<file path="config.mk">
export PLATFORM = sky130hd
export DESIGN_NAME = waveform_readout_ctrl
export DESIGN_NICKNAME = d
export VERILOG_FILES = /design/src/rtl/waveform_readout_pkg.sv /design/src/rtl/waveform_readout_ctrl_tx_byte_reg.sv /design/src/rtl/waveform_readout_ctrl.sv
export SDC_FILE = /design/constraint.sdc
export NUM_CORES = 1
export LEC_CHECK = 0
export CORE_MARGIN = 2
export CORE_UTILIZATION = 45
export CTS_BUF_LIST = sky130_fd_sc_hd__clkbuf_8
export CTS_CLUSTER_SIZE = 28
export DETAILED_ROUTE_END_ITERATION = 8
export PLACE_DENSITY = 0.72
export SLEW_MARGIN = 20
export SYNTH_ARGS = -nofsm -noshare
export SYNTH_HDL_FRONTEND = slang
export SYNTH_SLANG_ARGS = --single-unit
</file>
<file path="constraint.sdc">
create_clock -name clk -period 1.8 [get_ports clk]
set_input_delay 0.45 -clock clk [delete_from_list [all_inputs] [get_ports clk]]
set_output_delay 0.45 -clock clk [all_outputs]
set_load 0.05 [all_outputs]
</file>
<file path="src/rtl/waveform_readout_pkg.sv">
// waveform_readout_pkg
// Shared types and constants for the waveform readout controller.
//   state_t           readout FSM state encoding
//   DEFAULT_HDR_BYTE  frame start byte
//   FRAME_BYTES_BASE  bytes per frame without timestamp (32 samples)
//   FRAME_BYTES_TS    bytes per frame with the 4-byte timestamp (32 samples)
package waveform_readout_pkg;

  typedef enum logic [3:0] {
    ST_ARMED,
    ST_CAPTURE,
    ST_SEND_HDR,
    ST_SEND_TS,
    ST_SEND_HI,
    ST_SEND_LO,
    ST_SEND_PH_HI,
    ST_SEND_PH_LO,
    ST_SEND_CKS,
    ST_HOLDOFF
  } state_t;

  localparam logic [7:0] DEFAULT_HDR_BYTE = 8'hA5;

  // header + 32 x {hi,lo} + ph hi + ph lo + checksum
  localparam int FRAME_BYTES_BASE = 68;
  localparam int FRAME_BYTES_TS   = 72;

endpackage

</file>
<file path="src/rtl/waveform_readout_ctrl_tx_byte_reg.sv">
// tx_byte_reg
// Single-entry valid/ready output register feeding the UART transmitter.
// A byte loaded here is held stable with tx_valid high until the UART
// accepts it. A new byte may be loaded in the same cycle the current one is
// accepted, giving one byte per cycle when tx_ready stays high. The caller
// only asserts load when the slot is empty or being accepted.
//   clk, rst_n   clock, asynchronous active-low reset
//   load         capture byte_in this cycle
//   byte_in      next byte to present
//   tx_ready     UART accepts the presented byte
//   tx_data      presented byte (registered)
//   tx_valid     tx_data is valid (registered)
//   accept       tx_valid & tx_ready: byte transfers this cycle
module tx_byte_reg (
  input  logic       clk,
  input  logic       rst_n,
  input  logic       load,
  input  logic [7:0] byte_in,
  input  logic       tx_ready,
  output logic [7:0] tx_data,
  output logic       tx_valid,
  output logic       accept
);

  assign accept = tx_valid & tx_ready;

  always_ff @(posedge clk or negedge rst_n) begin
    if (!rst_n) begin
      tx_data  <= 8'h00;
      tx_valid <= 1'b0;
    end else if (load) begin
      tx_data  <= byte_in;
      tx_valid <= 1'b1;
    end else if (accept) begin
      tx_valid <= 1'b0;
    end
  end

endmodule

</file>
<file path="src/rtl/waveform_readout_ctrl.sv">
// waveform_readout_ctrl
// Arms the waveform capture block, waits for the capture window to close,
// then reads the 32-sample buffer out to the UART as a fixed byte frame:
//   HDR_BYTE, [ts3 ts2 ts1 ts0], NSAMP x {hi, lo}, ph hi, ph lo, checksum
// The checksum is the XOR of every byte after the header. After the last
// byte is accepted the controller idles HOLDOFF cycles before re-arming, and
// stays parked until enable is high.
//
// Optional build macro WAVEFORM_READOUT_TIMESTAMP_EN adds a free-running
// 32-bit cycle counter, latched on trigger_out and sent MSB first after the
// header (72-byte frame instead of 68).
//
// Ports:
//   clk, rst_n        system clock, asynchronous active-low reset
//   enable            arms the controller when high
//   trigger_raw_in    raw discriminator trigger
//   trigger_out       gated trigger to capture block (combinational)
//   long_trigger_in   capture window active flag
//   pulse_height_in   pulse height, latched at the end of the window
//   sample_idx        capture buffer read index
//   sample_in         waveform[sample_idx], combinational read
//   tx_data/tx_valid  byte stream to UART TX, tx_ready is its acceptance
//   busy              high in every state except ARMED
//   dropped_count     rejected trigger rising edges, saturating
//
// state       | meaning
// ARMED       | waiting for a gated trigger
// CAPTURE     | waiting for the capture window (long_trigger_in) to fall
// SEND_HDR    | loading header byte
// SEND_TS     | loading the 4 timestamp bytes (timestamp build only)
// SEND_HI     | loading sample hi byte, latching the sample
// SEND_LO     | loading sample lo byte, advancing sample_idx
// SEND_PH_HI  | loading pulse height hi byte
// SEND_PH_LO  | loading pulse height lo byte
// SEND_CKS    | loading checksum byte
// HOLDOFF     | last byte drains, then HOLDOFF idle cycles before re-arm
module waveform_readout_ctrl
  import waveform_readout_pkg::*;
#(
  parameter int         NSAMP    = 32,
  parameter int         SAMP_W   = 14,
  parameter int         HOLDOFF  = 64,
  parameter logic [7:0] HDR_BYTE = DEFAULT_HDR_BYTE
) (
  input  logic                     clk,
  input  logic                     rst_n,
  input  logic                     enable,
  input  logic                     trigger_raw_in,
  output logic                     trigger_out,
  input  logic                     long_trigger_in,
  input  logic [SAMP_W-1:0]        pulse_height_in,
  output logic [$clog2(NSAMP)-1:0] sample_idx,
  input  logic [SAMP_W-1:0]        sample_in,
  output logic [7:0]               tx_data,
  output logic                     tx_valid,
  input  logic                     tx_ready,
  output logic                     busy,
  output logic [15:0]              dropped_count
);

  localparam int                IDX_W    = $clog2(NSAMP);
  localparam int                HO_W     = $clog2(HOLDOFF + 1);
  localparam logic [IDX_W-1:0]  IDX_LAST = IDX_W'(NSAMP - 1);
  localparam logic [HO_W-1:0]   HO_LOAD  = HO_W'(HOLDOFF);
  localparam logic [HO_W-1:0]   HO_TC    = HO_W'(1);

  state_t              state;
  state_t              state_nxt;
  logic                trig_q;
  logic                long_q;
  logic                trig_rise;
  logic                window_fall;
  logic                load;
  logic [7:0]          byte_nxt;
  logic                accept;
  logic                slot_free;
  logic [7:0]          samp_lo;
  logic [SAMP_W-1:0]   ph_lat;
  logic [15:0]         samp_ext;
  logic [15:0]         ph_ext;
  logic [7:0]          cks;
  logic [HO_W-1:0]     ho_cnt;

`ifdef WAVEFORM_READOUT_TIMESTAMP_EN
  logic [31:0] ts_cnt;
  logic [31:0] ts_sh;
  logic [1:0]  ts_sel;
`endif

  assign trigger_out = trigger_raw_in & enable & (state == ST_ARMED);
  assign busy        = (state != ST_ARMED);
  assign trig_rise   = trigger_raw_in & ~trig_q;
  assign window_fall = long_q & ~long_trigger_in;
  // The output slot can take a byte when empty or when its byte leaves now.
  assign slot_free   = ~tx_valid | accept;
  assign samp_ext    = 16'(sample_in);
  assign ph_ext      = 16'(ph_lat);

  always_ff @(posedge clk or negedge rst_n) begin
    if (!rst_n) begin
      state <= ST_ARMED;
    end else begin
      state <= state_nxt;
    end
  end

  always_comb begin
    state_nxt = state;
    load      = 1'b0;
    byte_nxt  = 8'h00;
    case (state)
      ST_ARMED: begin
        if (trigger_out) state_nxt = ST_CAPTURE;
      end
      ST_CAPTURE: begin
        // A window that is already low on entry needs a rise before the fall.
        if (window_fall) state_nxt = ST_SEND_HDR;
      end
      ST_SEND_HDR: begin
        if (slot_free) begin
          load     = 1'b1;
          byte_nxt = HDR_BYTE;
`ifdef WAVEFORM_READOUT_TIMESTAMP_EN
          state_nxt = ST_SEND_TS;
`else
          state_nxt = ST_SEND_HI;
`endif
        end
      end
      ST_SEND_TS: begin
`ifdef WAVEFORM_READOUT_TIMESTAMP_EN
        if (slot_free) begin
          load     = 1'b1;
          byte_nxt = ts_sh[31:24];
          if (ts_sel == 2'd3) state_nxt = ST_SEND_HI;
        end
`else
        state_nxt = ST_SEND_HI;
`endif
      end
      ST_SEND_HI: begin
        if (slot_free) begin
          load      = 1'b1;
          byte_nxt  = 8'(samp_ext >> 8);
          state_nxt = ST_SEND_LO;
        end
      end
      ST_SEND_LO: begin
        if (slot_free) begin
          load      = 1'b1;
          byte_nxt  = samp_lo;
          state_nxt = (sample_idx == IDX_LAST) ? ST_SEND_PH_HI : ST_SEND_HI;
        end
      end
      ST_SEND_PH_HI: begin
        if (slot_free) begin
          load      = 1'b1;
          byte_nxt  = ph_ext[15:8];
          state_nxt = ST_SEND_PH_LO;
        end
      end
      ST_SEND_PH_LO: begin
        if (slot_free) begin
          load      = 1'b1;
          byte_nxt  = ph_ext[7:0];
          state_nxt = ST_SEND_CKS;
        end
      end
      ST_SEND_CKS: begin
        if (slot_free) begin
          load      = 1'b1;
          byte_nxt  = cks;
          state_nxt = ST_HOLDOFF;
        end
      end
      ST_HOLDOFF: begin
        if (!tx_valid && (ho_cnt == HO_TC) && enable) state_nxt = ST_ARMED;
      end
      default: begin
        state_nxt = ST_ARMED;
      end
    endcase
  end

  always_ff @(posedge clk or negedge rst_n) begin
    if (!rst_n) begin
      trig_q        <= 1'b0;
      long_q        <= 1'b0;
      dropped_count <= 16'h0000;
      ph_lat        <= '0;
      samp_lo       <= 8'h00;
      cks           <= 8'h00;
      sample_idx    <= '0;
      ho_cnt        <= '0;
    end else begin
      trig_q <= trigger_raw_in;
      long_q <= long_trigger_in;

      if (trig_rise && !(enable && (state == ST_ARMED)) &&
          (dropped_count != 16'hFFFF)) begin
        dropped_count <= dropped_count + 16'd1;
      end

      if ((state == ST_CAPTURE) && window_fall) begin
        ph_lat <= pulse_height_in;
        cks    <= 8'h00;
      end else if (load && (state != ST_SEND_HDR) && (state != ST_SEND_CKS)) begin
        cks <= cks ^ byte_nxt;
      end

      // Both bytes of a sample come from the value seen when hi is loaded.
      if (load && (state == ST_SEND_HI)) samp_lo <= 8'(sample_in);

      if (load && (state == ST_SEND_LO)) begin
        sample_idx <= sample_idx + IDX_W'(1);
      end else if ((state == ST_HOLDOFF) && (state_nxt == ST_ARMED)) begin
        sample_idx <= '0;
      end

      // Holdoff count starts only once the checksum byte has left.
      if (load && (state == ST_SEND_CKS)) begin
        ho_cnt <= HO_LOAD;
      end else if ((state == ST_HOLDOFF) && !tx_valid && (ho_cnt != HO_TC)) begin
        ho_cnt <= ho_cnt - HO_W'(1);
      end
    end
  end

`ifdef WAVEFORM_READOUT_TIMESTAMP_EN
  always_ff @(posedge clk or negedge rst_n) begin
    if (!rst_n) begin
      ts_cnt <= 32'h0;
      ts_sh  <= 32'h0;
      ts_sel <= 2'd0;
    end else begin
      ts_cnt <= ts_cnt + 32'd1;
      if (trigger_out) begin
        ts_sh <= ts_cnt;
      end else if (load && (state == ST_SEND_TS)) begin
        ts_sh <= {ts_sh[23:0], 8'h00};
      end
      if (load && (state == ST_SEND_TS)) ts_sel <= ts_sel + 2'd1;
    end
  end
`endif

  tx_byte_reg u_tx_byte_reg (
    .clk      (clk),
    .rst_n    (rst_n),
    .load     (load),
    .byte_in  (byte_nxt),
    .tx_ready (tx_ready),
    .tx_data  (tx_data),
    .tx_valid (tx_valid),
    .accept   (accept)
  );

endmodule

</file>
==> reports/results.txt, run 1 <==
The flow ran to the end, but the final reports show violations. The final reports fail on negative setup slack. Hold is met by 0.124 ns. After filler insertion, the fill cell instance count of the layout stands at 620. Counting flops with a built-in enable in the synthesized netlist gives 0. A synthesized cell averages 11.1 um^2.

The global-route wire length before repair came out at 15,900 um. The detailed router finished its first iteration with 180 violations. The total of hold buffers inserted after clock tree synthesis is 0, and the final period demand of the worst path is 1.99 ns.

The antenna diode count was 0. In the final design database the tool counted 521 nets. Along the worst path, the maximum fanout reaches 2. The number of warnings reported in the yosys synthesis log was 0; the count of mapped cells out of synthesis was 348. After floorplanning, the core was sized to cover 8260 um^2. At the worst endpoint, the required time is 1.35 ns.

The final layout contains routed wiring with a total length of 9930 um. The initial utilization of the core area, before any placement, comes to 46.7%. For the pin with the worst max-slew slack, the measured transition is 0.487 ns.

The floorplan step defined a die boundary enclosing 9330 um^2. Proportion of register bits with asynchronous set or reset after synthesis: 100%. The number of buffers and inverters on the critical path is 3. After clock tree synthesis, the clock-pin slew on the worst setup and hold paths is 0.08 ns. After detailed routing, the number of vias per cell comes to 5.56.

For this run, the slowest stage of the critical path takes 0.44 ns. In the post-synthesis netlist, the biggest area contributors are sky130_fd_sc_hd__dfrtp_1 (47%), sky130_fd_sc_hd__mux2_2 (7.9%), sky130_fd_sc_hd__mux2i_1 (3.6%). The tightest min-delay check is of the primary input to asynchronous set/reset pin type.

The class of the most critical setup path was flop to output port. The post-route antenna net violation count was 0; the row count was 33. Before antenna repair, the detailed router went through 4 iterations. Summing internal, switching and leakage power gives 0.00942 W. The biggest area contributor in the post-synthesis netlist is sky130_fd_sc_hd__dfrtp_1. Once detailed placement completed, the half-perimeter wirelength came to 6880 um. Setup repair after global routing could not meet its margin everywhere. Top-level I/O count: 66. The clock drives 73 sinks. The tree is rooted in a sky130_fd_sc_hd__clkbuf_8. On the critical path the largest part of the delay comes from flip-flops. The tool flagged a number of max-cap violations equal to 0. The hold violation count in the final report is 0, and the sequential-to-total area share from yosys stat is 47.4%.

For this run, the top clock speed supported by timing is 502 MHz. Routability-driven placement finished with a final weighted congestion of 0.880. The via count of the first global-routing pass came out at 3,248.

TritonCTS built the clock tree. For the multi-input combinational cell area, the log shows 2130 um^2. The die is 96.6 um wide.

The signal on the critical path passes through nor4_4, buf_4, nand3_4, clkinvlp_4, buf_12. The vias after detailed routing came out at 3,291. Cells with a size suffix above 1 make up 44.1% of the layout. STA puts the critical path data arrival time at 1.54 ns. Synthesis instantiated 67 different standard cells from the library. Global routing finished with a remaining overflow of 0. The post-synthesis net count is 387. Summed over all failing endpoints, the final setup total negative slack is -1.31 ns. The worst setup path is launched from a flop. Worst clock skew: 0.0124 ns. After synthesis, the largest area contributor takes up 47.4% of total cell area. Counting buffers and inverters, the worst setup path is 5 cells deep. The number of cells traversed by the worst register-to-register path was 7. In this run the static leakage power is 2.52 nW.

The run gives 0 as the number of slew-limit violations in the final report. Area of all sequential standard cells: 1850 um^2. The maximum resistive drop on vdd was 0.000803 V; the number of buffers inserted by port buffering was 65. Compared with the post-synthesis result, the final layout area differs by 46.0%.

The residual DRC count was 0; the count of state elements after synthesis was 73. The average wire per cell in the routed design came out at 16.8 um. The most used flip-flop cell after synthesis is sky130_fd_sc_hd__dfrtp_1. The setup slack after layout was -0.192 ns; the power per unit of standard cell area was 1670 nW/um^2. For the max-slew headroom at the worst pin, the log shows 67.1%.

The number of antenna violations at the first check in global routing came out at 0. The slowest stage of the critical path is the sky130_fd_sc_hd__dfrtp_2 cell. STA classifies the critical path endpoint as an output port. The clock tree synthesis step divided the H-tree into 3 levels. The later pin in the worst-skew pair is clocked with a latency of 0.35 ns. Entering global routing, the biggest net connects 74 pins. The tools report the number of clock buffers inserted by TritonCTS as 9. Setup violations remaining at the end of the flow were counted as 18. The worst path uses 111% of the clock period. The tools report the maximum buffer depth of the clock tree as 2.

Summing every instance area after synthesis gives 3860 um^2. The tools report the overall track demand over capacity in global routing as 22.4%. The overall die height came out at 96.6 um.
worst reg2reg max path, stage by stage, from the launching register on:
cell and delay [ns]:
sky130_fd_sc_hd__dfrtp_2 0.44, sky130_fd_sc_hd__buf_4 0.18, sky130_fd_sc_hd__buf_4 0.14, sky130_fd_sc_hd__nor2b_2 0.15
sky130_fd_sc_hd__buf_4 0.13, sky130_fd_sc_hd__and3_4 0.19, sky130_fd_sc_hd__a221oi_4 0.33, sky130_fd_sc_hd__mux2i_1 0.26
synth_stat cells, drive strengths merged, types with 3 or more instances:
cell type  instances
o31ai              4
nand3b             6
clkbuf             4
and3              13
mux2              27
nand2b             7
nand2             23
nor3               6
a31oi              3
nor2              13
buf               16
mux2i             14
o21ai              7
a211oi             5
a22o               4
nand4             12
nor3b              5
or4                3
nand3             13
a21oi             11
o211ai             3
nor2b              4
ha                 5
inv                8
dfrtp             73
nor4b              3
xnor2             10
cell usage in the layout (no fill, tap or decap), types with 3 or more instances in the layout:
cell | Yosys | routed
sky130_fd_sc_hd__a211oi_1 | 4 | 3
sky130_fd_sc_hd__a21oi_1 | 11 | 10
sky130_fd_sc_hd__a22o_1 | 4 | 4
sky130_fd_sc_hd__and3_1 | 13 | 11
sky130_fd_sc_hd__buf_12 | 0 | 7
sky130_fd_sc_hd__buf_4 | 4 | 93
sky130_fd_sc_hd__buf_6 | 1 | 10
sky130_fd_sc_hd__clkbuf_8 | 0 | 9
sky130_fd_sc_hd__clkdlybuf4s50_1 | 0 | 32
sky130_fd_sc_hd__clkinvlp_4 | 0 | 3
sky130_fd_sc_hd__dfrtp_1 | 73 | 58
sky130_fd_sc_hd__dfrtp_2 | 0 | 15
sky130_fd_sc_hd__ha_1 | 5 | 4
sky130_fd_sc_hd__inv_1 | 8 | 8
sky130_fd_sc_hd__mux2_2 | 27 | 26
sky130_fd_sc_hd__mux2i_1 | 14 | 14
sky130_fd_sc_hd__nand2_1 | 23 | 23
sky130_fd_sc_hd__nand2b_1 | 7 | 6
sky130_fd_sc_hd__nand3_1 | 13 | 9
sky130_fd_sc_hd__nand3_2 | 0 | 3
sky130_fd_sc_hd__nand3b_1 | 6 | 6
sky130_fd_sc_hd__nand4_1 | 12 | 12
sky130_fd_sc_hd__nor2_1 | 12 | 11
sky130_fd_sc_hd__nor2b_1 | 4 | 3
sky130_fd_sc_hd__nor3_1 | 6 | 5
sky130_fd_sc_hd__o211ai_1 | 3 | 3
sky130_fd_sc_hd__o21ai_0 | 7 | 4
sky130_fd_sc_hd__xnor2_1 | 10 | 10
state kept, by name (all words and copies together) (netlist names):
| name | cells |
|---|---|
| u_tx_byte_reg.tx_valid | 1 |
| u_tx_byte_reg.tx_data | 8 |
| ho_cnt | 7 |
| long_q | 1 |
| state | 4 |
| sample_idx | 5 |
| samp_lo | 8 |
| ph_lat | 14 |
| dropped_count | 16 |
| cks | 8 |
| trig_q | 1 |
final timing paths:
path,startpoint,to,slack (ns)
worst max-delay path,state[2],trigger_out,-0.19
worst min-delay path,rst_n,ph_lat[3],0.12
worst max register to register,state[2],cks[3],-0.11
worst min register to register,cks[6],cks[6],0.48
max in group asynchronous,rst_n,dropped_count[4],1.35
min in group clk,cks[6],cks[6],0.48
layer usage:
layer  GRT usage (%)  share of wire [%]
met3            3.03                3.3
met1            30.4                 46
met2            37.0                 50
met4            7.75                1.7
met5               0                  0
power breakdown:
part	internal [W]	leakage (nW)	switching, W	total, W
clock	0.000780	0.107	0.000644	0.00142
combinational	0.00247	1.53	0.00269	0.00516
sequential	0.00230	0.877	0.000546	0.00284
total	0.00555	2.52	0.00388	0.00942
per-stage QoR:
step	utilization, %	setup WS [ns]	area (um^2)	std cells
3_5_place_dp	61.3	-0.318	5060	564
5_1_grt	68.2	-0.256	5630	592
4_1_cts	66.9	-0.208	5530	592
3_3_place_gp	61.3	-0.273	5060	564
2_1_floorplan	-	-0.115	3900	348
6_report	68.2	-0.192	5630	592
timing repair:
| action | in CTS | in global routing |
|---|---|---|
| buffers inserted | 11 | 1 |
| pin swaps | 12 | 11 |
| gates cloned | 1 | 0 |
| resized for setup | 35 | 25 |
| setup endpoints to repair | 34 | 54 |
kinds of logic after synthesis:
kind of cell	share of synthesized area [%]
AO/OA/AOI/OAI	12.4
XOR/XNOR	2.50
adder cells (fa/ha/maj)	1.62
buffers and inverters	3.63
flip-flops	47.4
multiplexers	11.5
AND/OR/NAND/NOR	21.0
final cells by class:
class                           count  area share (%)
Multi-Input combinational cell    247            37.7
Inverter                            8           0.600
Tap cell                          105            2.33
Clock inverter                      7            1.71
Sequential cell                    73            32.8
Timing Repair Buffer              143            22.7
Clock buffer                        9            2.20
Note: power is estimated with default switching activity, not from simulation.
==> run 2, diff against run 1 <==
==> constraint.sdc (replaced) <==
create_clock -name clk -period 1.6 [get_ports clk]
set_input_delay 0.4 -clock clk [delete_from_list [all_inputs] [get_ports clk]]
set_output_delay 0.4 -clock clk [all_outputs]
set_load 0.05 [all_outputs]
==> run 2 against run 1 <==
The run still ends with negative setup slack left. Highest routed layer unchanged. First-iteration DRC count is 68% higher. Worst setup slack worse by 0.31 ns. Clock power is 5% higher. Critical path depth stayed put. Largest cell class unchanged. Combinational power is 48% higher.
==> reports/results.txt, run 2 (synthesis gave the netlist of run 1 again) <==
The flow ran to the end, but the final reports show violations. Violations in the final reports: negative setup slack (unchanged). The overall track demand over capacity in global routing is 28.5% (was 22.4%), and the number of antenna violations at the first check in global routing is 0 (unchanged). The tools report the kind of launch point of the worst setup path as a flop (unchanged).

The launch point of the worst reg-to-reg path is state[2] (unchanged). The worst reg2reg path endpoint is u_tx_byte_reg.tx_data[5] (was cks[3]). The overall die height works out to 96.6 um (unchanged). For the area of the core region, the log shows 8260 um^2 (unchanged). Class of the most critical setup path: flop to output port (unchanged). Registers with the most flip-flops: dropped_count: 16 flops, ph_lat: 14 flops (unchanged). The tools report the number of setup violations in the final report as 73 (was 18).

The power per unit of standard cell area works out to 1880 nW/um^2 (was 1670 nW/um^2). The cell depth of the worst min-delay path was 1. The tools report the top-level I/O count as 66 (unchanged). The most common library cell in the layout ignoring fill and taps was sky130_fd_sc_hd__buf_4 (unchanged). The tools report the last weighted congestion value of the routability-driven placer as 0.869 (was 0.880). The via density per instance is 6.11 (was 5.56). The run gives 5 (was 4) as the number of detailed-route iterations in the first pass. Setup repair after global routing could not meet its margin everywhere. For the floorplan die area, the log shows 9330 um^2 (unchanged). For the clock network fraction of total power, the log shows 12.0% (was 15.1%). The average wire per cell in the routed design is 22.1 um (was 16.8 um), and the clock-pin slew of the registers on the worst-case setup and hold paths is 0.09 ns (was 0.08 ns). The number of slew-limit violations in the final report came out at 0 (unchanged). For the row count, the log shows 33 (unchanged). The worst slack at placement was -0.478 ns (was -0.318 ns).

The number of cells traversed by the worst register-to-register path was 6 (was 7); the number of clock buffers inserted by TritonCTS was 9 (unchanged). The critical path endpoint category is an output port (unchanged). For the remaining global-route overflow, the log shows 0 (unchanged). The growth of design area from synthesis to finish is 71.9% (was 46.0%). TritonCTS built the clock tree. The max-slew headroom at the worst pin is 58.6% (was 67.1%). The run gives -0.502 ns (was -0.192 ns) as the setup slack after layout.

The run gives 26.9% (was 30.2%) as the sequential fraction of design power. The maximum resistive drop on vdd is 0.00161 V (was 0.000803 V). Worst hold endpoint: cks[5]. The type of the tightest min-delay check is flop to flop (was primary input to asynchronous set/reset pin). The flip-flop count of the largest register, all copies and words added came out at 16 (unchanged).

The data arrival time of the critical path came out at 1.70 ns (was 1.54 ns). The maximum fanout encountered on the critical timing path was 3 (was 2). The switching part of the total power was 42.2% (was 41.1%). The number of nets in the finished design is 553 (was 521), and the via count of the first global-routing pass is 3,861 (was 3,248). For the setup TNS, the log shows -14.95 ns (was -1.31 ns). The tools report the hold violation count in the final report as 0 (unchanged). The measured slew at the worst slew-check pin is 0.606 ns (was 0.487 ns). The register with the highest flop count was dropped_count (unchanged). The net switching component of the power was 0.00525 W (was 0.00388 W); the worst clock skew was 0.00959 ns (was 0.0124 ns). The maximum number of pins on one net before global-route repair was 43 (was 74). The launch point of the worst hold path is cks[5].

Fraction of power consumed by combinational cells: 61.2% (was 54.7%). Of the available clock period, the critical path in the final layout requires 131%. The sum of internal, switching and leakage power came out at 0.0125 W (was 0.00942 W). For the number of H-tree levels, the log shows 3 (unchanged). Highest-count cells in the layout ignoring fill and taps: sky130_fd_sc_hd__buf_4 (72), sky130_fd_sc_hd__dfrtp_1 (57), sky130_fd_sc_hd__buf_12 (35) (was sky130_fd_sc_hd__buf_4 (93), sky130_fd_sc_hd__dfrtp_1 (58), sky130_fd_sc_hd__clkdlybuf4s50_1 (32)).

The fraction of layout instances using a drive strength above 1 is 55.3% (was 44.1%). The number of buffers inserted by port buffering is 65 (unchanged), and the latest clock arrival within the worst-skew pair is 0.35 ns (about the same). The tools report the filler-free cell count of the finished design as 624 (was 592). For the routed wire length, the log shows 13,800 um (was 9930 um). The tools report the vias after detailed routing as 3,810 (was 3,291). The number of max-cap violations is 0 (unchanged), and the total placed cells including tap cells is 568 (was 564).

The half-perimeter wire length after placement is 7590 um (was 6880 um). The tools report the required time at the worst-slack endpoint as 1.20 ns (was 1.35 ns). The number of DRC violations after detailed-routing iteration 0 came out at 302 (was 180). The die span in x came out at 96.6 um (unchanged). Maximum buffer depth of the clock tree: 2 (unchanged).

The global-route wire length before repair came out at 19,800 um (was 15,900 um). The residual DRC count is 0 (unchanged). The tools report the design internal power as 0.00721 W (was 0.00555 W). The setup slack of the most critical reg-to-reg path was -0.39 ns (was -0.11 ns); the TritonCTS sink count was 73 (unchanged).

Post-route antenna net violation count: 0 (unchanged). The run gives 2.91 nW (was 2.52 nW) as the leakage power. The cell chosen for the clock root was sky130_fd_sc_hd__clkbuf_8 (unchanged). The antenna diode count is 0 (unchanged), and the final period demand of the worst path is 2.10 ns. The run gives 46.7% (unchanged) as the starting utilization of the core area. The maximum clock frequency came out at 476 MHz.
==> run 2: worst max-delay path: stages, from the launching register on <==
cell	delay (ns)
sky130_fd_sc_hd__dfrtp_2	0.42
sky130_fd_sc_hd__buf_6	0.12
sky130_fd_sc_hd__nor4_4	0.35
sky130_fd_sc_hd__nand3_2	0.19
sky130_fd_sc_hd__clkinvlp_4	0.13
sky130_fd_sc_hd__buf_12	0.13
==> run 2: worst max path at each step <==
stage,from,endpoint,slack [ns],depth (start not counted)
final,state[3],trigger_out,-0.50,5
after global routing,state[3],trigger_out,-0.57,5
after CTS,state[3],trigger_out,-0.49,5
after detailed placement,tx_ready,u_tx_byte_reg.tx_data[7],-0.48,5
after global placement,tx_ready,u_tx_byte_reg.tx_data[6],-0.47,5
after floorplan,dropped_count[0],dropped_count[1],-0.31,6
==> run 2: final cells by class <==
type                       count  area (um^2)
clock inverter                 6         58.8
inverter                       8         33.8
tap                          105          131
multi-input combinational    248         2420
timing repair buffer         174         2000
sequential                    73         1850
clock buffer                  10          138
fill                         444         1630
==> run 2: per-stage QoR <==
stage	instance area, um^2	hold slack [ns]	util [%]
3_5_place_dp	5560	0.362	67.3
2_1_floorplan	4060	0.104	-
5_1_grt	6630	0.515	80.3
6_report	6630	0.501	80.3
4_1_cts	6400	0.486	77.5
3_3_place_gp	5560	0.356	67.3
==> run 2: per-layer routing <==
metal  wire length [um]  track usage [%]  vias up
met2               6980             47.2      184
met1               5590             36.2     1933
met4                509             12.0        0
met5                  0                0        -
li1                   -                -     1641
met3                706             6.21       52
==> run 2: what timing repair did <==
item | in CTS | in global routing
setup buffers | 28 | 12
resized for setup | 93 | 39
gates cloned | 4 | 0
pin swaps | 40 | 18
endpoints found under the setup margin | 68 | 72
endpoints found under the hold margin | 15 | 0
hold buffers | 1 | 0
==> run 2: power groups by stage <==
stage	registers (W)	clock network, W	logic, W
floorplan	0.00388	0	0.00266
global placement	0.00326	0	0.00570
detailed placement	0.00329	0	0.00586
CTS	0.00325	0.00148	0.00696
global route	0.00339	0.00159	0.00796
finish	0.00335	0.00149	0.00762
==> run 3, diff against run 2 <==
--- a/config.mk
+++ b/config.mk
@@ -8,6 +8,7 @@
 export CORE_MARGIN = 2
 export CORE_UTILIZATION = 45
 export CTS_BUF_LIST = sky130_fd_sc_hd__clkbuf_8
+export CTS_CLUSTER_DIAMETER = 60
 export CTS_CLUSTER_SIZE = 28
 export DETAILED_ROUTE_END_ITERATION = 8
 export PLACE_DENSITY = 0.72
==> results of run 3 <==
Final layout, timing and power as in run 2 (identical DEF).
